--- src/rtl/pi_level_sequencer_if.sv ---
// Handshake bundle for the priority-level sequencer: request/enable/ack
// inputs toward the sequencer, pending/in-progress/grant status back.
interface pi_level_sequencer_if;
  logic       pi_on;
  logic [7:0] req;
  logic [7:0] en;
  logic       ack;
  logic       dismiss;
  logic [7:0] pend;
  logic [7:0] ip;
  logic       any;
  logic       grant_v;
  logic [2:0] grant_lvl;

  modport master (
    output pi_on, req, en, ack, dismiss,
    input  pend, ip, any, grant_v, grant_lvl
  );

  modport slave (
    input  pi_on, req, en, ack, dismiss,
    output pend, ip, any, grant_v, grant_lvl
  );
endinterface

--- src/rtl/pi_level_sequencer.sv ---
// Eight-level priority sequencer. Level 0 is the highest priority. Requests
// latch into pend, one eligible level at a time is offered as a grant, and
// acked levels are tracked in ip until dismissed. Lower-priority levels stay
// blocked while a higher-priority level is in progress.
module pi_level_sequencer (
  input logic                 clk,
  input logic                 rst,
  pi_level_sequencer_if.slave bus
);
  typedef enum logic {IDLE, GRANT} state_t;

  state_t     state;
  logic [7:0] pend_q;
  logic [7:0] ip_q;
  logic       grant_v_q;
  logic [2:0] grant_lvl_q;

  logic [7:0] ip_low;
  logic [7:0] hmask;
  logic [7:0] elig;
  logic [2:0] elig_idx;
  logic [7:0] grant_bit;
  logic [7:0] pend_in;
  logic [7:0] pend_d;
  logic [7:0] ip_d;
  logic       take_ack;
  logic       withdraw;

  // Eligible set: pending, not in progress, and above the highest-priority in-progress level
  always_comb begin
    ip_low = ip_q & (~ip_q + 8'd1);
    // ip_low - 1 wraps to all-ones when nothing is in progress
    hmask  = ip_low - 8'd1;
    elig   = pend_q & ~ip_q & hmask;
  end

  // Lowest-index eligible level (scan from the bottom so the lowest index is written last)
  always_comb begin
    elig_idx = '0;
    for (int unsigned i = 0; i < 8; i++) begin
      if (elig[7 - i]) elig_idx = 3'(7 - i);
    end
  end

  // Next-state values for the pending and in-progress vectors
  always_comb begin
    grant_bit = 8'b1 << grant_lvl_q;
    take_ack  = (state == GRANT) && bus.ack;
    pend_in   = (pend_q | bus.req) & bus.en;
    pend_d    = take_ack ? (pend_in & ~grant_bit) : pend_in;
    withdraw  = (state == GRANT) && !bus.ack && !pend_in[grant_lvl_q];
    ip_d      = (bus.dismiss ? (ip_q & ~ip_low) : ip_q) | (take_ack ? grant_bit : '0);
  end

  // Registered state, pending/in-progress vectors and grant outputs
  always_ff @(posedge clk or posedge rst) begin
    if (rst) begin
      state       <= IDLE;
      pend_q      <= '0;
      ip_q        <= '0;
      grant_v_q   <= 1'b0;
      grant_lvl_q <= '0;
    end else begin
      pend_q <= pend_d;
      ip_q   <= ip_d;
      case (state)
        IDLE: begin
          if (bus.pi_on && (elig != '0)) begin
            grant_lvl_q <= elig_idx;
            grant_v_q   <= 1'b1;
            state       <= GRANT;
          end
        end
        GRANT: begin
          if (take_ack || withdraw) begin
            grant_v_q <= 1'b0;
            state     <= IDLE;
          end
        end
        default: begin
          grant_v_q <= 1'b0;
          state     <= IDLE;
        end
      endcase
    end
  end

  assign bus.pend      = pend_q;
  assign bus.ip        = ip_q;
  assign bus.any       = |elig;
  assign bus.grant_v   = grant_v_q;
  assign bus.grant_lvl = grant_lvl_q;
endmodule
--- src/flat_wrapper.sv ---
// flat-port wrapper written by rule: the top's interface ports become plain ports
module pi_level_sequencer_flat 
  (clk, rst, bus_pi_on, bus_req, bus_en, bus_ack, bus_dismiss, bus_pend, bus_ip, bus_any, bus_grant_v, bus_grant_lvl);
  pi_level_sequencer_if bus_i ();
  input logic clk;
  input logic rst;
  input wire logic [$bits(bus_i.pi_on)-1:0] bus_pi_on;
  input wire logic [$bits(bus_i.req)-1:0] bus_req;
  input wire logic [$bits(bus_i.en)-1:0] bus_en;
  input wire logic [$bits(bus_i.ack)-1:0] bus_ack;
  input wire logic [$bits(bus_i.dismiss)-1:0] bus_dismiss;
  output wire logic [$bits(bus_i.pend)-1:0] bus_pend;
  output wire logic [$bits(bus_i.ip)-1:0] bus_ip;
  output wire logic [$bits(bus_i.any)-1:0] bus_any;
  output wire logic [$bits(bus_i.grant_v)-1:0] bus_grant_v;
  output wire logic [$bits(bus_i.grant_lvl)-1:0] bus_grant_lvl;
  assign bus_i.pi_on = bus_pi_on;
  assign bus_i.req = bus_req;
  assign bus_i.en = bus_en;
  assign bus_i.ack = bus_ack;
  assign bus_i.dismiss = bus_dismiss;
  assign bus_pend = bus_i.pend;
  assign bus_ip = bus_i.ip;
  assign bus_any = bus_i.any;
  assign bus_grant_v = bus_i.grant_v;
  assign bus_grant_lvl = bus_i.grant_lvl;
  pi_level_sequencer u_core (.clk(clk), .rst(rst), .bus(bus_i));
endmodule
--- config.mk ---
export PLATFORM = sky130hd
export DESIGN_NAME = pi_level_sequencer_flat
export DESIGN_NICKNAME = d
export VERILOG_FILES = /design/src/rtl/pi_level_sequencer_if.sv /design/src/rtl/pi_level_sequencer.sv /design/src/flat_wrapper.sv
export SDC_FILE = /design/constraint.sdc
export NUM_CORES = 1
export LEC_CHECK = 0
export BUFFER_PORTS_ARGS = -buffer_cell sky130_fd_sc_hd__buf_2
export CORE_AREA = 3 3 54 56
export CTS_BUF_LIST = sky130_fd_sc_hd__clkbuf_8
export DETAILED_ROUTE_END_ITERATION = 8
export DIE_AREA = 0 0 57 59
export PLACE_DENSITY_LB_ADDON = 0.1
export SETUP_SLACK_MARGIN = 0.15
export SYNTH_ARGS = -nofsm -noshare
export SYNTH_HDL_FRONTEND = slang
export SYNTH_SLANG_ARGS = --single-unit
--- constraint.sdc ---
create_clock -name clk -period 1.4 [get_ports clk]
set_input_delay 0.28 -clock clk [delete_from_list [all_inputs] [get_ports clk]]
set_output_delay 0.28 -clock clk [all_outputs]
set_load 0.01 [all_outputs]
==> results.json <==
{
  "grt_pass1_vias": 1161,
  "synth_seq_cells": 21,
  "cts_num_sinks": 21,
  "timing.rr.start": "u_core.bus.ip[3]",
  "ir_worst_vdd_v": 0.00125,
  "clk_pin_slew_ps": 80,
  "cap_violations": 0,
  "cts_tree": "done",
  "met3_usage_pct": 3.70,
  "n_fill_cell": 190,
  "slowest_delay_ps": 430,
  "synth.net_count": 140,
  "finalHoldViolCount": 0,
  "finalMaxSlewViolations": 0,
  "routed_wl_um": 3330,
  "antenna_found_initial": 0,
  "rows": 18,
  "yosysSeqAreaShare_pct": 48.0,
  "hold_buffers": 0,
  "slew_headroom_pct": 75.1,
  "floorplan.initialDensity_pct": 44.2,
  "die_w_um": 57,
  "drc": 0,
  "num_vias": 1202,
  "finalSetupViolCount": 7,
  "p_per_area_mw_per_mm2": 1680,
  "grt_start_max_net_pins": 22,
  "pin_count": 42,
  "placed_cells": 207,
  "first_iter_violations": 33,
  "stdcell_count": 220,
  "drive_gt1_share_pct": 56.8,
  "syn_area_per_cell_um2": 9.20,
  "hold_ws_ps": 40.3,
  "path_max_fanout": 3,
  "busiest_layer": "met2",
  "r2r_end": "u_core.bus.ip[7]",
  "crit_type": "reg2out",
  "ys_warn_count": 0,
  "die_h_um": 59,
  "place_ws_ps": -75.9,
  "fmax_ghz": 0.589,
  "reg2reg_slack_ps": -50,
  "io_buffers": 41,
  "met1_usage_pct": 25.8,
  "cp_cell_sequence": "nor3_4, nand3_2, o211ai_4, buf_6",
  "postLayoutCellArea_mm2": 0.00179,
  "holdCritPathClass": "in2async",
  "leakagePower_nw": 0.896,
  "power_mw": 3.01,
  "first_pass_iters": 4,
  "routed_via_density": 5.46,
  "min_period_ps": 1700,
  "violations": "setup timing",
  "fin_crit_sh_pct": 121,
  "critPathLaunchType": "register",
  "dieArea_mm2": 0.00336,
  "cts_root_buffer": "clkbuf_8",
  "core_region_area_mm2": 0.00248,
  "nets": 212,
  "tightest_slew_ps": 374,
  "areaGrowthSynthToFinish_pct": 63.7,
  "h-tree-depth": 1,
  "required_ps": 1120,
  "grt_pass1_wl_um": 5240,
  "fin_util_pct": 72.3,
  "rsz0062_at_grt": "yes",
  "overflow": 0,
  "syn_inst": 119,
  "layout_common_cells": "buf_2, buf_4, buf_6",
  "place_congestion": 0.907,
  "clock_latency_ps": 260,
  "cp-end-kind": "output port",
  "synth_cell_types": 37,
  "avgRoutedWirePerCell_um": 15.2,
  "dp_hpwl_um": 2460,
  "reg2reg_depth": 5,
  "grt_usage_pct": 20.2,
  "syn_area_mm2": 0.00109,
  "num_antenna_cells": 0,
  "outcome": "complete, but fails checks",
  "crit_arrival_ps": 1420,
  "tns_ps": -492,
  "numCtsBuffers": 3,
  "fin_skew_ps": 3.20,
  "clockBufferDepth": 2,
  "crit_slowest_cell": "dfrtp_1",
  "met2_usage_pct": 33.6,
  "placed_cell_area_mm2": 0.00152,
  "setup_slack_ps": -297,
  "layout_commonest_cell": "buf_2",
  "ant_nets": 0
}
## state kept, by name, summed over array words and instances (netlist names)
register and flops:
u_core.bus.pend 8, u_core.bus.ip 8, u_core.bus.grant_v 1, u_core.bus.grant_lvl 3, u_core.state 1
## logic make-up (layout without fill, tap and decap cells)
logic type,after synthesis,in the layout,synth area share (%)
buffers and inverters,7,78,2.51
AND/OR/NAND/NOR,49,49,22.9
flip-flops,21,21,48.0
AO/OA/AOI/OAI,41,41,25.7
multiplexers,1,1,0.914
## Yosys cell counts, drive strengths merged
cell / number / area share (%)
a2111oi: 1 / 1.4
a21boi: 1 / 0.69
a21o: 5 / 3.5
a21oi: 4 / 1.8
a22oi: 1 / 0.69
a31oi: 1 / 0.57
and2: 1 / 0.57
and2b: 2 / 1.5
and3: 1 / 0.57
buf: 1 / 0.46
dfrtp: 21 / 48
inv: 6 / 2.1
mux2i: 1 / 0.91
nand2: 8 / 2.7
nand2b: 1 / 0.57
nand3: 6 / 2.7
nand3b: 1 / 0.69
nor2: 15 / 5.1
nor2b: 3 / 1.7
nor3: 6 / 3.2
nor3b: 1 / 0.69
nor4: 1 / 0.57
nor4b: 1 / 0.80
o2111a: 1 / 1.0
o2111ai: 1 / 0.80
o211ai: 4 / 3.2
o21a: 1 / 0.69
o21ai: 17 / 7.8
o221a: 2 / 2.1
o2bb2ai: 1 / 0.80
o31ai: 1 / 0.69
or2b: 1 / 0.80
or3: 1 / 0.57
## worst max-delay path: cells and delay by family, from the launching register on
kind,cells,cell delay (ps)
compound gates,1,240
buf+inv,1,140
flops,1,430
simple gates,2,360
## power by group
group          leakage, nW  switching, mW  internal, mW
Clock               0.0269          0.191         0.195
Combinational        0.611          0.819         0.837
Sequential           0.258          0.201         0.765
## how the worst max path moves through the flow
stage          cells after the start        startpoint  slack, ps               end
3_3_place_gp                       4  u_core.bus.ip[4]        -40           bus_any
2_1_floorplan                      5  u_core.bus.ip[4]        -20  u_core.bus.ip[7]
4_1_cts                            4  u_core.bus.ip[3]       -310           bus_any
3_5_place_dp                       5  u_core.bus.ip[3]        -80  u_core.bus.ip[7]
5_1_grt                            4  u_core.bus.ip[3]       -340           bus_any
6_report                           4  u_core.bus.ip[3]       -300           bus_any
## final cells by class
cell class / count / area (µm²) / share of cell area [%]
well taps: 30 / 37.5 / 2.09
inverters: 6 / 22.5 / 1.26
repair buffers: 68 / 492 / 27.4
flip-flops and latches: 21 / 538 / 30.0
multi-input cells: 91 / 657 / 36.7
clock inverters: 1 / 3.75 / 0.209
clock buffers: 3 / 41.3 / 2.30
## metal layers
metal	part of all wire, %	routed length (µm)
met1	41	1360
met2	51	1720
met3	5.8	192
met4	1.8	59
met5	0	0
## repair_timing
item                       CTS  global route
setup endpoints to repair   17            26
hold endpoints to repair     0             0
buffers inserted             6             3
gates resized for setup     20            26
cloned                       0             0
pin swaps                    3             4
(Power assumes the default switching activity.)
